--- src/rtl/spi_slave_regfile.sv ---
// SPI mode-0 responder for 16-bit command + 16-bit data frames backed by a local register file.
// The SPI pins are oversampled in the clk domain, so every piece of logic here runs on clk.
module spi_slave_regfile #(
   parameter logic [2:0] SLAVE_ID = 3'd0,
   parameter int         NUM_REGS = 16
) (
   input  logic        clk,
   input  logic        rst,
   input  logic        sclk_in,
   input  logic        cs_n_in,
   input  logic        mosi_in,
   output logic        miso_out,
   output logic        miso_oe,
   input  logic [7:0]  host_addr,
   output logic [15:0] host_rdata,
   output logic        wr_pulse,
   output logic [7:0]  wr_addr,
   output logic [15:0] wr_data,
   output logic        rd_pulse,
   output logic        frame_err
);

   localparam int AW = (NUM_REGS > 1) ? $clog2(NUM_REGS) : 1;

   typedef enum logic [1:0] {IDLE, CMD, DATA, DONE} state_t;
   state_t state, state_nx;

   logic [1:0]    sclk_sync, cs_sync, mosi_sync;
   logic          sclk_d, cs_d;
   logic          sclk_rise, sclk_fall, cs_act, cs_fall;

   logic [15:0]   shift, shift_in, tx;
   logic [5:0]    bitcnt;
   logic [7:0]    cmd_addr;
   logic          cmd_rd, match, cmd_match;
   logic          start, abort, in_frame, cmd_last, data_last, commit;
   logic [AW-1:0] cmd_idx, wr_idx, host_idx;
   logic          host_hit;
   logic [15:0]   regs [NUM_REGS];

   // The CS synchronizer resets to "selected" so that a reset in the middle
   // of a frame cannot fake a falling edge; a real high-then-low is required.
   always_ff @(posedge clk or posedge rst) begin
      if (rst) begin
         sclk_sync <= '0;
         cs_sync   <= '0;
         mosi_sync <= '0;
         sclk_d    <= 1'b0;
         cs_d      <= 1'b0;
      end else begin
         sclk_sync <= {sclk_sync[0], sclk_in};
         cs_sync   <= {cs_sync[0], cs_n_in};
         mosi_sync <= {mosi_sync[0], mosi_in};
         sclk_d    <= sclk_sync[1];
         cs_d      <= cs_sync[1];
      end
   end

   assign sclk_rise = sclk_sync[1] & ~sclk_d;
   assign sclk_fall = ~sclk_sync[1] & sclk_d;
   assign cs_act    = ~cs_sync[1];
   assign cs_fall   = cs_d & ~cs_sync[1];

   assign shift_in  = {shift[14:0], mosi_sync[1]};
   assign cmd_idx   = shift_in[3 +: AW];
   assign wr_idx    = cmd_addr[AW-1:0];
   assign host_idx  = host_addr[AW-1:0];
   assign cmd_match = (shift_in[13:11] == SLAVE_ID) &&
                      ({1'b0, shift_in[10:3]} < 9'(NUM_REGS));
   assign host_hit  = {1'b0, host_addr} < 9'(NUM_REGS);

   assign in_frame  = (state == CMD || state == DATA) && cs_act;
   assign cmd_last  = (state == CMD)  && cs_act && sclk_rise && (bitcnt == 6'd15);
   assign data_last = (state == DATA) && cs_act && sclk_rise && (bitcnt == 6'd31);
   assign commit    = data_last && !cmd_rd && match;
   assign miso_oe   = (state != IDLE);

   always_ff @(posedge clk or posedge rst) begin
      if (rst) state <= IDLE;
      else     state <= state_nx;
   end

   always_comb begin
      state_nx = state;
      start    = 1'b0;
      abort    = 1'b0;
      unique case (state)
         IDLE: if (cs_fall) begin
            state_nx = CMD;
            start    = 1'b1;
         end
         CMD: begin
            if (!cs_act) begin
               state_nx = IDLE;
               abort    = 1'b1;
            end else if (cmd_last) begin
               state_nx = DATA;
            end
         end
         DATA: begin
            if (!cs_act) begin
               state_nx = IDLE;
               abort    = 1'b1;
            end else if (data_last) begin
               state_nx = DONE;
            end
         end
         DONE: if (!cs_act) state_nx = IDLE;
      endcase
   end

   // MISO already carries bit 15 after the 16th rise, so each fall re-drives
   // the current head of tx and then advances; bit 15 is still there at rise 17.
   always_ff @(posedge clk or posedge rst) begin
      if (rst) begin
         shift     <= '0;
         tx        <= '0;
         bitcnt    <= '0;
         cmd_addr  <= '0;
         cmd_rd    <= 1'b0;
         match     <= 1'b0;
         miso_out  <= 1'b0;
         rd_pulse  <= 1'b0;
         wr_pulse  <= 1'b0;
         wr_addr   <= '0;
         wr_data   <= '0;
         frame_err <= 1'b0;
      end else begin
         rd_pulse  <= 1'b0;
         wr_pulse  <= 1'b0;
         frame_err <= abort;
         if (start) begin
            shift    <= '0;
            tx       <= '0;
            bitcnt   <= '0;
            cmd_rd   <= 1'b0;
            match    <= 1'b0;
            miso_out <= 1'b0;
         end else if (in_frame && sclk_rise) begin
            shift  <= shift_in;
            bitcnt <= bitcnt + 6'd1;
         end
         if (cmd_last) begin
            cmd_addr <= shift_in[10:3];
            cmd_rd   <= shift_in[1];
            match    <= cmd_match;
            if (shift_in[1] && cmd_match) begin
               tx       <= regs[cmd_idx];
               miso_out <= regs[cmd_idx][15];
               rd_pulse <= 1'b1;
            end else begin
               tx       <= '0;
               miso_out <= 1'b0;
            end
         end else if (state == DATA && cs_act && sclk_fall) begin
            miso_out <= tx[15];
            tx       <= {tx[14:0], 1'b0};
         end
         if (commit) begin
            wr_pulse <= 1'b1;
            wr_addr  <= cmd_addr;
            wr_data  <= shift_in;
         end
         if (state != IDLE && state_nx == IDLE) miso_out <= 1'b0;
      end
   end

   always_ff @(posedge clk or posedge rst) begin
      if (rst) begin
         for (int i = 0; i < NUM_REGS; i++) regs[i] <= '0;
         host_rdata <= '0;
      end else begin
         if (commit) regs[wr_idx] <= shift_in;
         host_rdata <= host_hit ? regs[host_idx] : '0;
      end
   end

endmodule

--- config.mk ---
export PLATFORM = sky130hd
export DESIGN_NAME = spi_slave_regfile
export DESIGN_NICKNAME = d
export VERILOG_FILES = /design/src/rtl/spi_slave_regfile.sv
export SDC_FILE = /design/constraint.sdc
export NUM_CORES = 1
export LEC_CHECK = 0
export CELL_PAD_IN_SITES_DETAIL_PLACEMENT = 2
export CELL_PAD_IN_SITES_GLOBAL_PLACEMENT = 2
export CORE_MARGIN = 1
export CORE_UTILIZATION = 30
export DETAILED_ROUTE_END_ITERATION = 6
export PLACE_DENSITY_LB_ADDON = 0.15
export SLEW_MARGIN = 20
export SYNTH_ARGS = -nofsm -noshare
export SYNTH_HDL_FRONTEND = slang
export SYNTH_SLANG_ARGS = --single-unit
--- constraint.sdc ---
create_clock -name clk -period 12.6 [get_ports clk]
set_clock_uncertainty 0.05 [all_clocks]
set_input_delay 1.26 -clock clk [delete_from_list [all_inputs] [get_ports clk]]
set_output_delay 1.26 -clock clk [all_outputs]
set_load 0.01 [all_outputs]
==> flow_metrics.env <==
export IMPL_core_um2=57800
export IMPL_syn_avg_cell_area_um2=15.6
export IMPL_cts_tree="built"
export IMPL_start_util_pct=30.4
export IMPL_antenna_found_initial=0
export IMPL_std_cell_rows=88
export IMPL_ys_warnings_count=0
export IMPL_synth_edf_count=0
export IMPL_min_delay_start="cs_sync[0]$_DFF_PP0_"
export IMPL_yosysMostFrequentCell="dfrtp_1"
export IMPL_synth_common_cells="dfrtp_1 (357), mux2_2 (220), mux4_2 (156)"
export IMPL_ys_seq_area_share_pct=50.9
export IMPL_hold_violations=0
export IMPL_globalRouteTotalUtil_pct=18.4
export IMPL_synthSimpleGateAreaFrac_pct=4.24
export IMPL_viasPerCell=5.27
export IMPL_drive_gt1_share_pct=43.4
export IMPL_nNetsFinal=1159
export IMPL_drt_pass1_iterations=4
export IMPL_cts_buffer_depth=3
export IMPL_finalCriticalPeriod_ns=3.89
export IMPL_cts_buffers=45
export IMPL_period_share_pct=30.8
export IMPL_ys_types=45
export IMPL_synth_main_ff_cell="dfrtp_1"
export IMPL_syn_cell_area_um2=17600
export IMPL_timing_critical_path_fanout_max=32
export IMPL_drc=0
export IMPL_die_y_um=244
export IMPL_synth_top_family_by_area="multiplexers"
export IMPL_status="finished clean"
export IMPL_crit_slowest_cell="nand3_2"
export IMPL_cts_sinks=357
export IMPL_cts_resized=0
export IMPL_place_area_um2=18800
export IMPL_cts_htree_levels=2
export IMPL_ys_ff_latch=357
export IMPL_cts_setup_buffers=0
export IMPL_hold_buffers=0
export IMPL_setup_viol=0
export IMPL_final_cell_area_um2=20200
export IMPL_synth_fp_nets=1146
export IMPL_hpwl_mm=29.2
export IMPL_worst_path_buf_inv=1
export IMPL_drt_iter0_drc=518
export IMPL_yosys_area_share_adder_pct=0.427
export IMPL_io_pins=58
export IMPL_critPathTopFamily="simple AND/OR/NAND/NOR gates"
export IMPL_grt_start_max_net_pins=146
export IMPL_timing_fmax_ghz=0.257
export IMPL_critical_path_class="reg2reg"
export IMPL_die_w_um=244
export IMPL_final_setup_tns_ns=0
export IMPL_slew_headroom_pct=31.0
export IMPL_power_density_nw_per_um2=127
export IMPL_ant_nets=0
export IMPL_async_flop_share_pct=100
export IMPL_clkTransAtPathRegs_ns=0.06
export IMPL_netlist_instances=1127
export IMPL_rr_startpoint="cs_sync[1]$_DFF_PP0_"
export IMPL_grt_pass1_wl_mm=80.4
export IMPL_tightestPinTransition_ns=1.04
export IMPL_cts_root_buf="clkbuf_16"
export IMPL_grt_pass1_vias=11600
export IMPL_critPathRequiredTime_ns=13.00
export IMPL_maxCapViolCount=0
export IMPL_crit_path_start_kind="flop"
export IMPL_synth_top_area_share_pct=50.9
export IMPL_vias=10200
export IMPL_crit_chain="or3b_4 > nor4_4 > buf_4 > nand3_2 > mux2_2"
export IMPL_yosys_area_share_xor_xnor_pct=0.249
export IMPL_wl_mm=52.9
export IMPL_yosysTopAreaCell="dfrtp_1"
export IMPL_routedWlPerCell_um=27.3
export IMPL_max_stage_delay_ns=0.92
export IMPL_port_buffers=57
export IMPL_peakVddDrop_mv=0.0794
export IMPL_synth_area_top_cells="dfrtp_1 (51%), mux4_2 (20%), mux2_2 (14%), mux2_1 (2.5%), mux2_4 (1.7%)"
export IMPL_n_antenna_cell=0
export IMPL_synth_compound_area_share_pct=2.53
export IMPL_cp_end_kind="flop"
export IMPL_area_delta_synth_final_pct=15.2
export IMPL_dieArea_um2=59500
export IMPL_rsz0062_at_grt="false"
export IMPL_grt_overflow=0
export IMPL_gp_congestion=0.705
export IMPL_muxShareOfSynthArea_pct=38.6
export IMPL_total_leakage_power_nw=8.99
export IMPL_hold_path_class="reg2reg"
export IMPL_cp_arrival_ns=4.29
export IMPL_crit_start="cs_sync[1]$_DFF_PP0_"
export IMPL_clk_latency_ns=0.58
export IMPL_slew_viol_final=0
==> power by group <==
group          switching [W]  internal [W]  total [W]
Combinational      0.0000793     0.0000359   0.000115
Clock               0.000515      0.000773    0.00129
Sequential         0.0000177       0.00115    0.00117
==> final timing paths <==
kind | end | slack (ns) | cells past startpoint
setup / recovery | regs[114]$_DFFE_PP0P_ | 8.71 | 5
hold / removal | cs_sync[1]$_DFF_PP0_ | 0.30 | 0
setup reg to reg | regs[114]$_DFFE_PP0P_ | 8.71 | 5
hold reg to reg | cs_sync[1]$_DFF_PP0_ | 0.30 | 0
max in group asynchronous | shift[2]$_DFFE_PP0P_ | 9.14 | 4
min in group asynchronous | regs[224]$_DFFE_PP0P_ | 1.23 | 2
==> area by class of cell <==
| type | instances | area, um^2 |
|---|---|---|
| fill | 5735 | 37600 |
| inverter | 19 | 78.8 |
| clock buffer | 68 | 1350 |
| clock inverter | 12 | 114 |
| timing repair buffer | 71 | 671 |
| tap | 765 | 957 |
| multi-input combinational | 646 | 8130 |
| sequential | 357 | 8940 |
==> worst register-to-register path, cell delays in order, from the launching register on <==
cell	delay (ns)
dfrtp_1	0.49
or3b_4	0.49
nor4_4	0.54
buf_4	0.55
nand3_2	1.02
mux2_2	0.62
==> cell families (layout without fill, tap and decap cells) <==
logic type                 count (synthesis)  after routing
DFF                                      357            357
and+or+nand+nor                          123            123
adders and majority gates                  6              6
AOI/OAI and AO/OA                         72             72
buffers and inverters                    124            170
xor gates and xnor gates                   5              5
muxes                                    440            440
==> registers in the layout (all words and copies together) (netlist names), 2 cells and up <==
register and cells:
cmd_addr 8, wr_addr 8, cs_sync 2, tx 16, sclk_sync 2, wr_data 16
host_rdata 16, mosi_sync 2, shift 15, state 2, regs 256, bitcnt 6
==> cells in the final DEF, fill, tap and decap left out, types with 5 or more instances in the layout <==
| master | instances |
|---|---|
| ha_1 | 6 |
| clkbuf_1 | 12 |
| nand2_1 | 46 |
| nand3_2 | 5 |
| a22oi_1 | 15 |
| o21ai_0 | 28 |
| a21oi_1 | 17 |
| mux2i_1 | 5 |
| clkinv_2 | 9 |
| nor2b_1 | 21 |
| buf_4 | 14 |
| mux2_4 | 20 |
| inv_1 | 18 |
| mux2_2 | 220 |
| clkbuf_16 | 47 |
| mux4_2 | 156 |
| clkbuf_8 | 9 |
| mux2_1 | 39 |
| nand3_4 | 5 |
| nor2_1 | 11 |
| dfrtp_1 | 353 |
| clkdlybuf4s50_1 | 53 |
==> per-layer routing <==
metal	global-route usage (%)	wire length (um)
met4	5.31	1150
met1	24.4	23500
met5	0	0
met2	31.3	26700
met3	2.45	1640
==> stage by stage <==
stage          hold slack (ns)  worst slack, ns  std cells  utilization [%]  total power (W)
2_1_floorplan            0.281             1.38       1127                -          0.00126
3_3_place_gp             0.283             8.44       1858             32.5          0.00131
3_5_place_dp             0.290             8.39       1858             32.5          0.00131
4_1_cts                  0.300             8.62       1938             35.0          0.00263
5_1_grt                  0.319             8.53       1938             35.0          0.00268
6_report                 0.296             8.71       1938             35.0          0.00258
Power figures use the tool's default switching activity.
